**src/rtl/inst_fetch_queue_pkg.sv**
```systemverilog
// inst_fetch_queue_pkg: shared widths, defaults and the queue entry type for instruction fetch
package inst_fetch_queue_pkg;
  localparam int DATA_W = 32;
  localparam logic [DATA_W-1:0] INST_NOP = '0;
  localparam int FETCH_DEPTH = 4;
  localparam logic [31:0] RESET_PC_DEF = 32'h0000_0000;
  typedef struct packed {
    logic [31:0] pc;
    logic [DATA_W-1:0] inst;
  } fetch_entry_t;
endpackage

```
**src/rtl/inst_fetch_queue_fifo.sv**
```systemverilog
// inst_fetch_queue_fifo: in-order fifo of {pc, inst} entries with wrap-bit pointers
module inst_fetch_queue_fifo
  import inst_fetch_queue_pkg::*;
#(
  parameter int DEPTH = FETCH_DEPTH
) (
  input  logic clk,
  input  logic rst,
  input  logic clear,
  input  logic push,
  input  logic pop,
  input  fetch_entry_t din,
  output fetch_entry_t head,
  output logic [$clog2(DEPTH):0] count
);
  localparam int AW = $clog2(DEPTH);
  logic [AW:0] wptr, rptr;
  fetch_entry_t mem [DEPTH];
  // pointer update; clear discards everything including a same-cycle push
  always_ff @(posedge clk) begin
    if (rst || clear) begin
      wptr <= '0;
      rptr <= '0;
    end else begin
      if (push) wptr <= wptr + 1'b1;
      if (pop) rptr <= rptr + 1'b1;
    end
  end
  // storage write, no reset needed since count gates visibility
  always_ff @(posedge clk) begin
    if (push && !clear) mem[wptr[AW-1:0]] <= din;
  end
  assign count = wptr - rptr;
  assign head = mem[rptr[AW-1:0]];
endmodule

```
**src/rtl/inst_fetch_queue.sv**
```systemverilog
// inst_fetch_queue: sequential instruction fetch with credit-limited queue and redirect
module inst_fetch_queue
  import inst_fetch_queue_pkg::*;
#(
  parameter int DEPTH = FETCH_DEPTH,
  parameter logic [31:0] RESET_PC = RESET_PC_DEF
) (
  input  logic clk,
  input  logic rst,
  input  logic Stall,
  input  logic flush,
  input  logic [31:0] flush_pc,
  output logic imem_req,
  output logic [31:0] imem_addr,
  input  logic imem_valid,
  input  logic [DATA_W-1:0] imem_data,
  output logic [DATA_W-1:0] inst_out,
  output logic inst_en,
  output logic [31:0] inst_pc
);
  localparam int CW = $clog2(DEPTH) + 1;
  localparam logic [CW:0] LIMIT = (CW+1)'(DEPTH);
  logic [31:0] pc, resp_pc;
  logic [CW-1:0] outstanding, discard, count, vext;
  logic keep, pop;
  fetch_entry_t head;
  assign vext = CW'(imem_valid);
  assign imem_req = !rst && !flush && (({1'b0, count} + {1'b0, outstanding}) < LIMIT);
  assign imem_addr = pc;
  assign keep = imem_valid && discard == '0 && !flush;
  assign pop = inst_en && !Stall && !flush;
  assign inst_en = count != '0;
  assign inst_out = inst_en ? head.inst : INST_NOP;
  assign inst_pc = inst_en ? head.pc : '0;
  inst_fetch_queue_fifo #(.DEPTH(DEPTH)) u_fifo (
    .clk(clk),
    .rst(rst),
    .clear(flush),
    .push(keep),
    .pop(pop),
    .din('{pc: resp_pc, inst: imem_data}),
    .head(head),
    .count(count)
  );
  // pc, in-flight tracking and words to drop after a redirect
  always_ff @(posedge clk) begin
    if (rst) begin
      pc <= RESET_PC;
      resp_pc <= '0;
      outstanding <= '0;
      discard <= '0;
    end else if (flush) begin
      pc <= flush_pc & 32'hFFFF_FFFC;
      outstanding <= outstanding - vext;
      discard <= outstanding - vext;
    end else begin
      if (imem_req) begin
        pc <= pc + 32'd4;
        resp_pc <= pc;
      end
      outstanding <= outstanding + CW'(imem_req) - vext;
      if (imem_valid && discard != '0) discard <= discard - 1'b1;
    end
  end
endmodule

```
**config.mk**
```make
export PLATFORM = sky130hd
export DESIGN_NAME = inst_fetch_queue
export DESIGN_NICKNAME = d
export VERILOG_FILES = /design/src/rtl/inst_fetch_queue_pkg.sv /design/src/rtl/inst_fetch_queue_fifo.sv /design/src/rtl/inst_fetch_queue.sv
export SDC_FILE = /design/constraint.sdc
export NUM_CORES = 1
export LEC_CHECK = 0
export BUFFER_PORTS_ARGS = -buffer_cell sky130_fd_sc_hd__buf_2
export CAP_MARGIN = 20
export CORE_ASPECT_RATIO = 1.25
export CORE_MARGIN = 1
export CORE_UTILIZATION = 41
export DETAILED_ROUTE_END_ITERATION = 10
export GPL_ROUTABILITY_DRIVEN = 0
export HOLD_SLACK_MARGIN = 0.06
export PLACE_DENSITY_LB_ADDON = 0.15
export SLEW_MARGIN = 20
export SYNTH_ARGS = -nofsm -noshare
export SYNTH_HDL_FRONTEND = slang
export SYNTH_SLANG_ARGS = --single-unit
```
**constraint.sdc**
```tcl
create_clock -name clk -period 4.5 [get_ports clk]
set_clock_uncertainty 0.2 [all_clocks]
set_input_delay 0.45 -clock clk [delete_from_list [all_inputs] [get_ports clk]]
set_output_delay 0.45 -clock clk [all_outputs]
set_load 0.05 [all_outputs]
```
==> results.cfg, run 1 <==
[synth]
synth-main-ff-cell = edfxtp_1
synth_top_area_share_pct = 56.43
ys_seq_area_share_pct = 67.66
synth.yosys.warnings = 0
ys_seq_elements = 322
synth_area_leaders = edfxtp_1 (56%), dfxtp_1 (11%), mux4_2 (11%)
async_flop_share_pct = 0
synth-edff-count = 248
synth_area_um2 = 13200
synth_top_area_cell = edfxtp_1
synth_cells = 879
ys_types = 58
avgSynthCellArea_um2 = 15.01

[setup_path]
worst-setup-path-type = reg -> out
start_kind = flop
end_kind = output port
path_max_fanout = 33
cp.required_ns = 3.85
arrival_ns = 3.44

[job]
drv_cap = 0

[clocking]
ctsHtreeMaxLevel = 2
cts_setup_buffers = 0
clkTransAtPathRegs_ns = 0.06
clock-sinks = 322
clock_latency_ns = 0.51
root_buffer = clkbuf_16
cts_tree = built
ctsLongestPathBuffers = 3
cts_made_buffers = 34

[sta]
grt_setup_unrepaired = false
timing.final.setup_violations = 0
tns_ns = 0
hold_slack_ns = 0.07401
hold_viol = 0
min_period_over_period_pct = 90.86
fmax_mhz = 244.6
tightest_slew_ns = 0.9989
fin_crit_ns = 4.089
relSlewSlack_pct = 33.41
finalMaxSlewViolations = 0

[route]
ant_nets = 0
drtPass1Iterations = 8
routed_wl_mm = 28.83
via_per_inst = 5.286
via_count = 8067
wl_per_cell_um = 18.89
drc_errors = 4
drtIter0Drc = 409

[power_and_ir_drop]
switching_share_pct = 24.95
finalPower_mw = 6.972
leakagePower_nw = 5.513
p_comb_share_pct = 11.2
power_frac_seq_pct = 48.4
p_clk_share_pct = 40.4
ir_drop_mv = 0.2421
power_density_nw_per_um2 = 432.5
p_int_mw = 5.233
netSwitchingPower_mw = 1.740

[grt]
grt_overflow = 0
grt_start_max_net_pins = 64
antenna_found_initial = 1
first_global_vias = 8134
grt.total_usage_pct = 17.81
grt_pass1_wl_mm = 44.71

[cells_and_area]
layout_commonest_cell = edfxtp_1
num-nets-final = 1175
finalInstanceArea_um2 = 16120
syn_to_final_growth_pct = 22.17
layout_common_cells = edfxtp_1 (248), buf_2 (160), nand2_1 (91)
regArea_um2 = 8936
layout-drive-gt1-share_pct = 26.33
multi_input_area_um2 = 3990
fin_util_pct = 50.72
fillers = 2753

[floorplanning]
die_y_um = 202.6
coreArea_um2 = 31790
die_w_um = 162.5
rows = 73
ioPinCount = 167
start_util_pct = 41.52
die-area_um2 = 32910

[placed_design]
hpwl_mm = 16.80
portBuffers = 160
post_dp_cell_area_um2 = 14430

[run_status]
status = finished, violations left
violations = design-rule violations

[worst_hold_path]
worstHoldPathType = in -> reg
critical path, stage by stage, from the launching register on:
cell and delay, ns:
dfxtp_1 0.33, inv_1 0.15, ha_1 0.17, inv_1 0.04, fa_1 0.40, xnor3_1 0.31, ha_1 0.28, nor3_1 0.17
buf_4 0.18, nand3_1 0.11, inv_1 0.10, buf_4 0.35, buf_2 0.34
worst paths after layout:
path | from | to | slack (ns) | cells past startpoint
max | u_fifo.wptr[0] | imem_req | 0.41 | 12
min | flush_pc[22] | imem_addr[22] | 0.07 | 3
max reg2reg | u_fifo.wptr[0] | imem_addr[15] | 0.81 | 10
min reg2reg | resp_pc[6] | resp_pc[6] | 0.29 | 2
cell families (layout without fill, tap and decap cells):
family	after synthesis	in the layout	share of synthesized area, %
flip-flops	322	322	67.66
AND/OR/NAND/NOR	289	289	11.43
AO/OA/AOI/OAI	95	95	4.930
buffers and inverters	75	306	2.323
multiplexers	64	64	10.73
adder cells (fa/ha/maj)	17	17	1.726
XOR/XNOR	16	16	1.166
other	1	5	0.02842
power groups by stage:
stage / logic (mW) / clock network (mW) / registers [mW]
detailed placement: 0.749 / 0 / 3.44
finish: 0.778 / 2.82 / 3.38
floorplan: 0.474 / 0 / 3.48
CTS: 0.788 / 2.88 / 3.38
global placement: 0.743 / 0 / 3.44
global route: 0.839 / 2.99 / 3.39
Yosys cell counts, drive strengths merged, types with 16 or more instances:
library cell	instances
edfxtp	248
a21oi	35
clkbuf	38
buf	18
nand3	16
nand4	18
nand2	91
inv	19
nor2b	64
nor2	35
mux4	62
dfxtp	74
state kept, by name, summed over array words and instances (netlist names), named ones only:
| signal | cells |
|---|---|
| u_fifo.rptr | 3 |
| u_fifo.mem | 248 |
| imem_addr | 30 |
| outstanding | 3 |
| discard | 3 |
| u_fifo.wptr | 3 |
| resp_pc | 30 |
through the flow:
stage / setup WS (ns) / instances
after floorplan: 0.3428 / 882
after global placement: 0.8604 / 1409
after detailed placement: 0.8236 / 1409
after CTS: 0.3809 / 1525
after global routing: 0.1639 / 1525
final: 0.4112 / 1526
routing by layer:
metal	vias to the layer above	global-route usage, %	share of wire [%]
li1	3788	-	-
met1	4024	23.73	44
met2	206	29.12	48
met3	49	3.391	4.8
met4	0	6.065	2.4
met5	-	0	0
area by class of cell:
class	count	share of cell area, %
sequential	322	55.43
multi-input combinational	485	24.75
timing repair buffer	227	9.189
clock buffer	43	5.945
tap	412	3.198
clock inverter	17	1.032
inverter	19	0.4424
antenna	1	0.01552
repair_timing:
item / 4_1_cts / 5_1_grt
gates resized for setup: 0 / 0
hold endpoints to repair: 152 / 0
hold buffers: 56 / 0
Note: power is estimated with default switching activity, not from simulation.
==> inputs of run 2 (changes only) <==
--- a/config.mk
+++ b/config.mk
@@ -10,6 +10,7 @@
 export CORE_ASPECT_RATIO = 1.25
 export CORE_MARGIN = 1
 export CORE_UTILIZATION = 41
+export CTS_BUF_LIST = sky130_fd_sc_hd__clkbuf_8
 export DETAILED_ROUTE_END_ITERATION = 10
 export GPL_ROUTABILITY_DRIVEN = 0
 export HOLD_SLACK_MARGIN = 0.06
==> results.cfg, run 2 (synthesis results as in run 1) <==
[sta]
tightest_slew_ns = 1.001
min_period_over_period_pct = 92.16
fin_crit_ns = 4.147
finalMaxSlewViolations = 0
setup_slack_ns = 0.3526
grt_setup_unrepaired = false
fmax_mhz = 241.1
timing.final.setup_violations = 0
tns_ns = 0
relSlewSlack_pct = 33.24
hold_viol = 0

[clocking]
root_buffer = clkbuf_8
cts_made_buffers = 51
ctsResizeCount = 0
ctsHtreeMaxLevel = 2
clock-sinks = 322
ctsLongestPathBuffers = 3
clock_latency_ns = 0.57
cts_tree = built
clkTransAtPathRegs_ns = 0.06

[power_and_ir_drop]
p_comb_share_pct = 11.9
switching_share_pct = 26.35
power_density_nw_per_um2 = 408.1
netSwitchingPower_mw = 1.723
leakagePower_nw = 5.547
p_int_mw = 4.817
p_clk_share_pct = 36.4
power_frac_seq_pct = 51.7
ir_drop_mv = 0.1798

[cells_and_area]
layout_commonest_cell = edfxtp_1
fillers = 2775
syn_to_final_growth_pct = 21.42
largest_reg_flops = 248
layout-drive-gt1-share_pct = 26.91
layout_common_cells = edfxtp_1 (248), buf_2 (160), nand2_1 (91)
num-nets-final = 1197

[placed_design]
hpwl_mm = 16.80
portBuffers = 160
place_ws_ns = 0.8236

[floorplanning]
ioPinCount = 167
die_w_um = 162.5
die-area_um2 = 32910
die_y_um = 202.6
rows = 73
start_util_pct = 41.52
coreArea_um2 = 31790

[setup_path]
arrival_ns = 3.50
end_kind = output port
worst-setup-path-type = reg -> out
start_kind = flop
cpLargestDelayFamily = buffers and inverters
cp.required_ns = 3.85
critPathBufInv = 6
cp_cell_sequence = inv_1 -> ha_1 -> inv_1 -> fa_1 -> xnor3_1 -> ha_1 -> nor3_1 -> buf_4 -> nand3_1 -> inv_1 -> buf_4 -> buf_2
cp_slowest_cell = fa_1
slowest_delay_ns = 0.40
crit_top_cell = inv_1
path_max_fanout = 33

[run_status]
violations = design-rule violations
status = finished, violations left

[route]
wl_per_cell_um = 18.58
drtPass1Iterations = 8
via_count = 8200
via_per_inst = 5.240
drc_errors = 4
routed_wl_mm = 29.09
ant_nets = 0
drtIter0Drc = 439

[grt]
first_global_vias = 8347
grt.total_usage_pct = 17.98
grt_pass1_wl_mm = 45.26
grt_start_max_net_pins = 64
grt_overflow = 0
antenna_found_initial = 1

[worst_hold_path]
worstHoldPathType = in -> reg

[job]
drv_cap = 0
## run 2: worst reg2reg max path, stage by stage (launching register included)
cell and delay (ns):
dfxtp_1 0.33, inv_1 0.14, ha_1 0.17, inv_1 0.04
fa_1 0.40, xnor3_1 0.31, ha_1 0.28, or3_1 0.49
or4_4 0.58, or4b_1 0.51, a31oi_1 0.17
## run 2: per-stage QoR
stage                     hold slack, ns  cell area [um^2]  util, %  instances  power [mW]
after global routing             0.09548             16020    50.40       1564       6.796
after global placement            0.2794             14430    45.41       1409       4.183
after CTS                        0.07186             16020    50.40       1564       6.622
after floorplan                   0.2600             13210        -        882       3.958
final                             0.1179             16020    50.41       1565       6.539
after detailed placement          0.2899             14430    45.41       1409       4.190
## run 2: layout make-up
class / instances / area [um^2] / share of cell area (%)
timing repair buffer: 232 / 1531 / 9.558
clock inverter: 41 / 246.5 / 1.538
inverter: 19 / 71.32 / 0.4451
antenna: 1 / 2.502 / 0.01562
multi-input combinational: 485 / 3990 / 24.90
clock buffer: 53 / 729.5 / 4.553
sequential: 322 / 8936 / 55.77
tap: 412 / 515.5 / 3.217
## run 2: worst paths after layout
path | start | endpoint | slack [ns] | depth (start not counted)
worst max-delay path | u_fifo.wptr[0] | imem_req | 0.35 | 12
worst min-delay path | flush_pc[29] | imem_addr[29] | 0.12 | 4
worst max register to register | u_fifo.wptr[0] | imem_addr[15] | 0.82 | 10
worst min register to register | resp_pc[6] | resp_pc[6] | 0.29 | 2
## run 2: power groups by stage
| stage | clock network (mW) | registers (mW) | logic [mW] |
|---|---|---|---|
| final | 2.38 | 3.38 | 0.780 |
| after global routing | 2.56 | 3.39 | 0.842 |
| after CTS | 2.45 | 3.38 | 0.792 |
| after detailed placement | 0 | 3.44 | 0.749 |
| after global placement | 0 | 3.44 | 0.743 |
| after floorplan | 0 | 3.48 | 0.474 |
## run 2: metal layers
metal  part of all wire, %  up-vias  GRT usage (%)
met5                     0        -              0
met4                   2.5        0          6.334
met3                   5.0       55          3.616
met2                    49      228          29.85
met1                    43     4076          23.35
li1                      -     3841              -
## run 2: what timing repair did
action                    in CTS  in global routing
hold endpoints to repair     157                  0
hold buffers                  61                  0
buffers inserted               0                  0
